[config.mk]
export PLATFORM = sky130hd
export DESIGN_NAME = bootram_ctrl
export DESIGN_NICKNAME = d
export VERILOG_FILES = /design/src/rtl/bootram_ctrl.sv
export SDC_FILE = /design/constraint.sdc
export NUM_CORES = 1
export LEC_CHECK = 0
export CELL_PAD_IN_SITES_DETAIL_PLACEMENT = 1
export CELL_PAD_IN_SITES_GLOBAL_PLACEMENT = 2
export CORE_MARGIN = 1
export CORE_UTILIZATION = 23
export DETAILED_ROUTE_END_ITERATION = 8
export MAX_ROUTING_LAYER = met4
export PLACE_DENSITY = 0.83
export SLEW_MARGIN = 15
export SYNTH_ARGS = -nofsm -noshare
export SYNTH_HDL_FRONTEND = slang
export SYNTH_SLANG_ARGS = --single-unit
[constraint.sdc]
create_clock -name clk -period 2.3 [get_ports clk]
set_input_delay 0.345 -clock clk [delete_from_list [all_inputs] [get_ports clk]]
set_output_delay 0.345 -clock clk [all_outputs]
set_load 0.01 [all_outputs]
[src/rtl/bootram_ctrl.sv]
// Purpose: sequences four 2kx8 boot RAM byte lanes behind the PicoRV32 native bus, arbitrated against a byte-stream loader.
// Latency: CPU read and write are acknowledged 2 clocks after mem_valid; the loader runs at 1 byte/clk with ld_ready one clock after the byte.
// Backpressure: the loader owns the RAM while ld_en is high and a CPU request waits until ld_en drops; optional macro BOOTRAM_WRITE_PROTECT_EN blocks CPU writes.
module bootram_ctrl #(
    parameter int ADDR_W   = 11,
    parameter int LD_CNT_W = 13
) (
    input  logic                clk,
    input  logic                reset,
    input  logic                mem_valid,
    input  logic                mem_sel,
    input  logic [31:0]         mem_addr,
    input  logic [31:0]         mem_wdata,
    input  logic [3:0]          mem_wstrb,
    output logic                mem_ready,
    output logic [31:0]         mem_rdata,
    input  logic                ld_en,
    input  logic                ld_valid,
    input  logic [7:0]          ld_data,
    output logic                ld_ready,
    output logic [LD_CNT_W-1:0] ld_count,
    output logic                ld_wrap,
    output logic [3:0]          ram_ce,
    output logic [3:0]          ram_wre,
    output logic                ram_oce,
    output logic                ram_reset,
    output logic [ADDR_W-1:0]   ram_ad,
    output logic [31:0]         ram_din,
    input  logic [31:0]         ram_dout
);

    typedef enum logic [1:0] {
        IDLE = 2'd0,
        RD   = 2'd1,
        WACK = 2'd2
    } state_t;

    state_t              state;
    logic                ld_en_q;
    logic                rd_ack;
    logic [31:0]         rdata_q;
    logic                ld_rise;
    logic                cpu_req;
    logic [LD_CNT_W-1:0] ld_base;
    logic [3:0]          ld_lane;

    assign ram_oce   = 1'b1;
    assign ram_reset = reset;

    // The lane output is only valid in the acknowledge cycle that follows RD, so pass it straight through then and hold the last word otherwise.
    assign mem_rdata = rd_ack ? ram_dout : rdata_q;

    // Byte address used by a loader write this cycle; a fresh ld_en rise restarts at address 0.
    always_comb begin
        ld_rise = ld_en & ~ld_en_q;
        ld_base = ld_rise ? '0 : ld_count;
        ld_lane = 4'(4'b0001 << ld_base[1:0]);
        // mem_ready is high for the single cycle in which the CPU still holds mem_valid for the finished transfer, so do not restart it.
        cpu_req = mem_valid & mem_sel & ~mem_ready;
    end

`ifdef BOOTRAM_WRITE_PROTECT_EN
    logic unused_sig;
    assign unused_sig = ^{mem_addr[31:ADDR_W+2], mem_addr[1:0], mem_wdata};
`else
    logic unused_sig;
    assign unused_sig = ^{mem_addr[31:ADDR_W+2], mem_addr[1:0]};
`endif

    // Single FSM: arbitration, RAM strobes, handshakes and loader counter, all registered.
    always_ff @(posedge clk) begin
        if (reset) begin
            state     <= IDLE;
            ld_en_q   <= 1'b0;
            rd_ack    <= 1'b0;
            rdata_q   <= '0;
            mem_ready <= 1'b0;
            ld_ready  <= 1'b0;
            ld_count  <= '0;
            ld_wrap   <= 1'b0;
            ram_ce    <= '0;
            ram_wre   <= '0;
            ram_ad    <= '0;
            ram_din   <= '0;
        end else begin
            ld_en_q   <= ld_en;
            mem_ready <= 1'b0;
            rd_ack    <= 1'b0;
            ld_ready  <= 1'b0;
            ram_ce    <= '0;
            ram_wre   <= '0;

            if (rd_ack) begin
                rdata_q <= ram_dout;
            end

            if (ld_rise) begin
                ld_count <= '0;
                ld_wrap  <= 1'b0;
            end

            case (state)
                IDLE: begin
                    if (ld_en) begin
                        if (ld_valid) begin
                            ram_ce   <= ld_lane;
                            ram_wre  <= ld_lane;
                            ram_ad   <= ld_base[LD_CNT_W-1:2];
                            ram_din  <= {4{ld_data}};
                            ld_ready <= 1'b1;
                            ld_count <= ld_base + LD_CNT_W'(1);
                            if (&ld_base) begin
                                ld_wrap <= 1'b1;
                            end
                        end
                    end else if (cpu_req) begin
                        ram_ad <= mem_addr[ADDR_W+1:2];
                        if (mem_wstrb == 4'b0000) begin
                            ram_ce <= 4'hF;
                            state  <= RD;
                        end else begin
`ifdef BOOTRAM_WRITE_PROTECT_EN
                            ram_ce  <= 4'h0;
                            ram_wre <= 4'h0;
`else
                            ram_ce  <= mem_wstrb;
                            ram_wre <= mem_wstrb;
                            ram_din <= mem_wdata;
`endif
                            state   <= WACK;
                        end
                    end
                end
                RD: begin
                    mem_ready <= 1'b1;
                    rd_ack    <= 1'b1;
                    state     <= IDLE;
                end
                WACK: begin
                    mem_ready <= 1'b1;
                    state     <= IDLE;
                end
                default: begin
                    state <= IDLE;
                end
            endcase
        end
    end

endmodule
Word-level counts from Yosys, hierarchy flattened:

Index checks and enable logic that the tools add are counted.

* shift operators: 1
* multiplexer cells: 28
* eq/ne operators: 4
* bitwise logic cells: 7
* $add $sub $neg: 1
* reduce and logical (&&, ||, !) cells: 10

Operators by type and width (count)
* $mux 32: 5
* $mux 13: 4
* $mux 11: 3
* $mux 4: 7
* $add 13x1->13 const B: 1
* $reduce_and 13->1: 1
* $mux 1: 8
* $logic_not 4->1: 1
* $not 1->1: 4
* $reduce_and 4->1: 1
* $reduce_or 2->1: 2
* $shl 1x2->4 const A: 1
* $and 1x1->1: 3
* $reduce_and 3->1: 1
* $reduce_or 3->1: 1
* $eq 2x1->1 const B: 1
* $eq 2x2->1 const B: 1
* $logic_not 2->1: 1
* $mux 2: 1
* $ne 2x1->1 const B: 1
* $ne 2x2->1 const B: 1
* $reduce_and 2->1: 1
* $reduce_bool 2->1: 1

* output and inout port bits: 101
* register bits after elaboration: 103
* word-level logic and storage cells: 63

Logic depth before layout (Yosys ltp):

* depth after elaboration: 8
* mapped depth: 8
* depth with buffers taken out: 7

Worst setup path after synthesis:

OpenSTA, ideal clock, no wires.

* path type: input port to flip-flop
* from: input ld_en
* to: register ld_count[12]
* setup time: 0.124 ns
* slack: 0.326 ns
* path buffers: 1
* data arrival time: 1.850 ns
* cell stages on the path: 8
* required time: 2.176 ns
* cell sequence: clkbuf_8 > nand2b_1 > and2_1 > ha_1 > nand4_1 > nor4_1 > xnor2_1 > nor2_1

* longest elaborated chain between the ends: 6

RTL lines
* from (decl): RTL line 17 `input logic ld_en,`
* $and 1x1->1: RTL line 55 `ld_rise = ld_en & ~ld_en_q;`
* $mux 13: RTL line 56, 97
* $add 13x1->13: RTL line 111 `ld_count <= ld_base + LD_CNT_W'(1);`
* $mux 13: RTL line 105 `if (ld_valid) begin`
* $mux 13: RTL line 104 `if (ld_en) begin`
* $mux 13 (*): RTL line 102 `case (state)`
* to (signal assigned): RTL line 111
* to (decl): RTL line 21 `output logic [LD_CNT_W-1:0] ld_count,`

Every way passes the cells marked *; elsewhere a longest branch is shown, timed or not.
A chain may end at the register's enable or synchronous reset.

Worst setup path after layout:

* from: register rd_ack
* to: output mem_rdata[28]

* longest elaborated chain between the ends: 1

RTL lines
* from (decl): RTL line 40 `logic rd_ack;`
* from (signal assigned): RTL line 75 `rd_ack <= 1'b0;`
* from (signal assigned): RTL line 88 `rd_ack <= 1'b0;`
* from (signal assigned): RTL line 136 `rd_ack <= 1'b1;`
* $mux 32
* to (decl): RTL line 16 `output logic [31:0] mem_rdata,`

No other way between the ends.

==> flow_metrics.py <==
metrics = {
    "drt": {
        "postRouteAntennaNets": 0,
        "drt_iter0_drc": 80,
        "postRouteWirelength_um": 14890,
        "post-route-drc-count": 0,
        "wl_per_cell_um": 15.80,
        "viasPerCell": 4.392,
        "vias": 4137,
        "dr.pass1.iters": 4,
    },
    "synth": {
        "synth_cells": 487,
        "synthTopCellsByArea": "dfxtp_1 (45%), mux2_2 (16%), nor2b_1 (9.0%), a21oi_1 (5.0%), nand2_1 (4.7%)",
        "synthTopCellsByCount": "dfxtp_1 (103), nor2b_1 (66), mux2_2 (63), nand2_1 (57), a21oi_1 (46)",
        "synth_edf_count": 0,
        "synthXorXnorAreaFrac": 0.01340,
        "synth_adder_area_share": 0.01641,
        "avgSynthCellArea_um2": 9.396,
        "yosys.area.top_type": "dfxtp_1",
        "ys_async_sr_fraction": 0,
        "synth-seq-cells": 103,
        "yosys.cell_count.top_type": "dfxtp_1",
        "ys_warn_count": 0,
        "synth-simple-area-share": 0.2037,
        "synthMuxAreaShare": 0.1597,
        "netlist_area_mm2": 0.004576,
        "ys_types": 43,
        "synth-compound-area-share": 0.1102,
        "synth_top_family_by_area": "simple AND/OR/NAND/NOR gates",
        "synth_flop_cell": "dfxtp_1",
        "synth_seq_area_share": 0.4506,
        "yosys.area.top_type_share": 0.4506,
        "syn_nets": 607,
    },
    "critical_path": {
        "worstPathArrival_ns": 1.78,
        "crit_buf_inv": 2,
        "cp.required_ns": 1.96,
        "critPathCapture": "mem_rdata[28]",
        "crit_path_start": "rd_ack",
        "rr_worst_depth": 8,
        "ff2ff_setup_slack_ns": 0.28,
        "crit_cells": 3,
        "end_kind": "primary output",
        "crit_path_top_delay_cell": "clkdlybuf4s50_1",
        "cpLargestDelayFamily": "buffers and inverters",
        "worstPathMaxFanout": 32,
        "startpoint_type": "flop",
        "path_cells": "buf_12 > mux2_2 > clkdlybuf4s50_1",
        "slowest_delay_ns": 0.49,
        "path_class": "flop to primary output",
        "worstReg2RegEnd": "ld_count[12]",
        "r2r_start": "ld_en_q",
    },
    "floorplan": {
        "row_count": 51,
        "ioPinCount": 215,
        "die_h_um": 143.0,
        "initial_core_util": 0.2351,
        "dieArea_mm2": 0.02046,
        "fp.coreArea_mm2": 0.01946,
        "dieWidth_um": 143.0,
    },
    "sta": {
        "timing.final.crit_period_ns": 2.123,
        "rsz0062_at_grt": "no",
        "setup_slack_ns": 0.1765,
        "finalClockSkew_ns": 0.01136,
        "fin_crit_sh": 0.9233,
        "slew_violations": 0,
        "max_freq_mhz": 470.9,
        "finalHoldViolCount": 0,
        "setup_viol": 0,
        "fin_tns_setup_ns": 0,
        "whs_ns": 0.3619,
    },
    "global_routing": {
        "grt_pass1_vias": 4291,
        "grtUsageTotal": 0.1478,
        "grt_max_degree": 54,
        "grtUsageMet3": 0.03756,
        "use_met2": 0.2560,
        "antenna_found_initial": 1,
        "grt_util_met1": 0.1700,
        "grt_pass1_wl_um": 22560,
        "busiest_layer": "met2",
        "grt-ovfl-total": 0,
    },
    "cts": {
        "clockRootBuffer": "clkbuf_16",
        "htreeDepth": 3,
        "cts_tree": "built",
        "clkTransAtPathRegs_ns": 0.07,
        "cts_setup_buffers": 0,
        "cts-resized-gates": 0,
        "cts_max_path_buffers": 2,
        "cts.sinks": 103,
        "holdBufCountCts": 0,
        "clock_latency_ns": 0.34,
        "numCtsBuffers": 9,
    },
    "layout": {
        "multi_input_area_mm2": 0.002307,
        "syn2layout_area_growth_pct": 55.62,
        "seqCellArea_mm2": 0.002062,
        "drive_above_1_share": 0.1509,
        "fill_cells": 2206,
        "fin_nets": 792,
    },
    "power": {
        "p_per_area_mw_per_mm2": 568.5,
        "leakagePower_nw": 2.649,
        "peakVddDrop_mv": 0.3941,
    },
    "run_status": {
        "status": "complete, no violations",
    },
    "placement": {
        "gp_congestion": 0.7619,
        "io_buffers": 192,
        "hpwl_um": 11110,
        "place_ws_ns": -0.09419,
    },
    "min_path": {
        "hp-class": "primary input to flop",
    },
    "run": {
        "cap_violations": 0,
    },
}
## layout by cell type, fill, tap and decap left out, types with 2 or more instances in the layout
cell	netlist	routed
buf_12	0	4
mux2_2	63	63
nand3_1	5	5
a22oi_1	11	11
clkbuf_16	0	9
dfxtp_1	103	103
or3_1	2	2
buf_4	2	14
clkdlybuf4s50_1	0	191
nand4_1	3	3
o21a_1	2	2
nand2b_1	2	2
nand2_1	57	57
and2_1	3	3
nor2_1	24	24
a211oi_1	12	12
nor4_1	3	3
xnor2_1	7	7
ha_1	6	6
a21oi_1	46	46
clkinv_2	0	2
nor2b_1	66	66
nor3_1	3	3
inv_1	8	8
o21ai_0	9	9
inv_6	0	2
## layout make-up
cell class              instances  share of cell area
diodes                          1           0.0003514
clock buffers                  10             0.03216
clock inverters                 5            0.008083
inverters                       9            0.004744
multi-input cells             340              0.3240
flip-flops and latches        103              0.2896
well taps                     265             0.04656
repair buffers                209              0.2945
## worst register-to-register path: stages, from the launching register on
cell      delay, ns
dfxtp_1        0.42
nand2b_1       0.17
and2_1         0.19
ha_1           0.20
nand4_1        0.21
nor4_1         0.39
buf_4          0.18
xnor2_1        0.11
nor2_1         0.05
## state kept, by name, summed over array words and instances, names as in the netlist
name and cells:
rd_ack 1, ld_wrap 1, ram_ad 11, ram_wre 4
state 2, ram_ce 4, mem_ready 1, ram_din 32
ld_en_q 1, ld_count 13, ld_ready 1, rdata_q 32
## layer usage
metal	routed length (µm)	vias up
met5	0	-
met4	146	0
met3	931	10
met2	7352	120
met1	6455	1994
li1	-	2013
## metrics by stage
| stage | total power (W) | area, µm² | util | cells |
|---|---|---|---|---|
| after floorplan | 0.002191 | 4576 | - | 487 |
| after global placement | 0.002554 | 6832 | 0.3510 | 926 |
| after detailed placement | 0.002575 | 6832 | 0.3510 | 926 |
| after CTS | 0.004126 | 7118 | 0.3657 | 941 |
| after global routing | 0.004249 | 7121 | 0.3659 | 942 |
| final | 0.004048 | 7121 | 0.3659 | 942 |
## report_power, final
part | internal (W) | switching (W)
clock network | 0.000844 | 0.000681
registers | 0.00185 | 0.0000333
logic | 0.000372 | 0.000270
## kinds of logic (layout without fill, tap and decap cells)
logic type | count (synthesis) | in the layout
muxes | 65 | 65
buffers and inverters | 44 | 233
other | 1 | 2
and+or+nand+nor | 177 | 177
DFF | 103 | 103
xor gates and xnor gates | 7 | 7
AOI/OAI and AO/OA | 84 | 84
adders and majority gates | 6 | 6
## how the worst min path moves through the flow
stage / cells past startpoint / startpoint / slack (ns) / to
floorplan: 2 / state[1] / 0.47 / state[1]
global placement: 2 / ld_wrap / 0.47 / ld_wrap
detailed placement: 2 / ram_ad[0] / 0.50 / ram_ad[0]
CTS: 2 / reset / 0.36 / ld_en_q
global route: 2 / reset / 0.39 / ld_en_q
finish: 2 / reset / 0.36 / ld_en_q
Power figures use the tool's default switching activity.
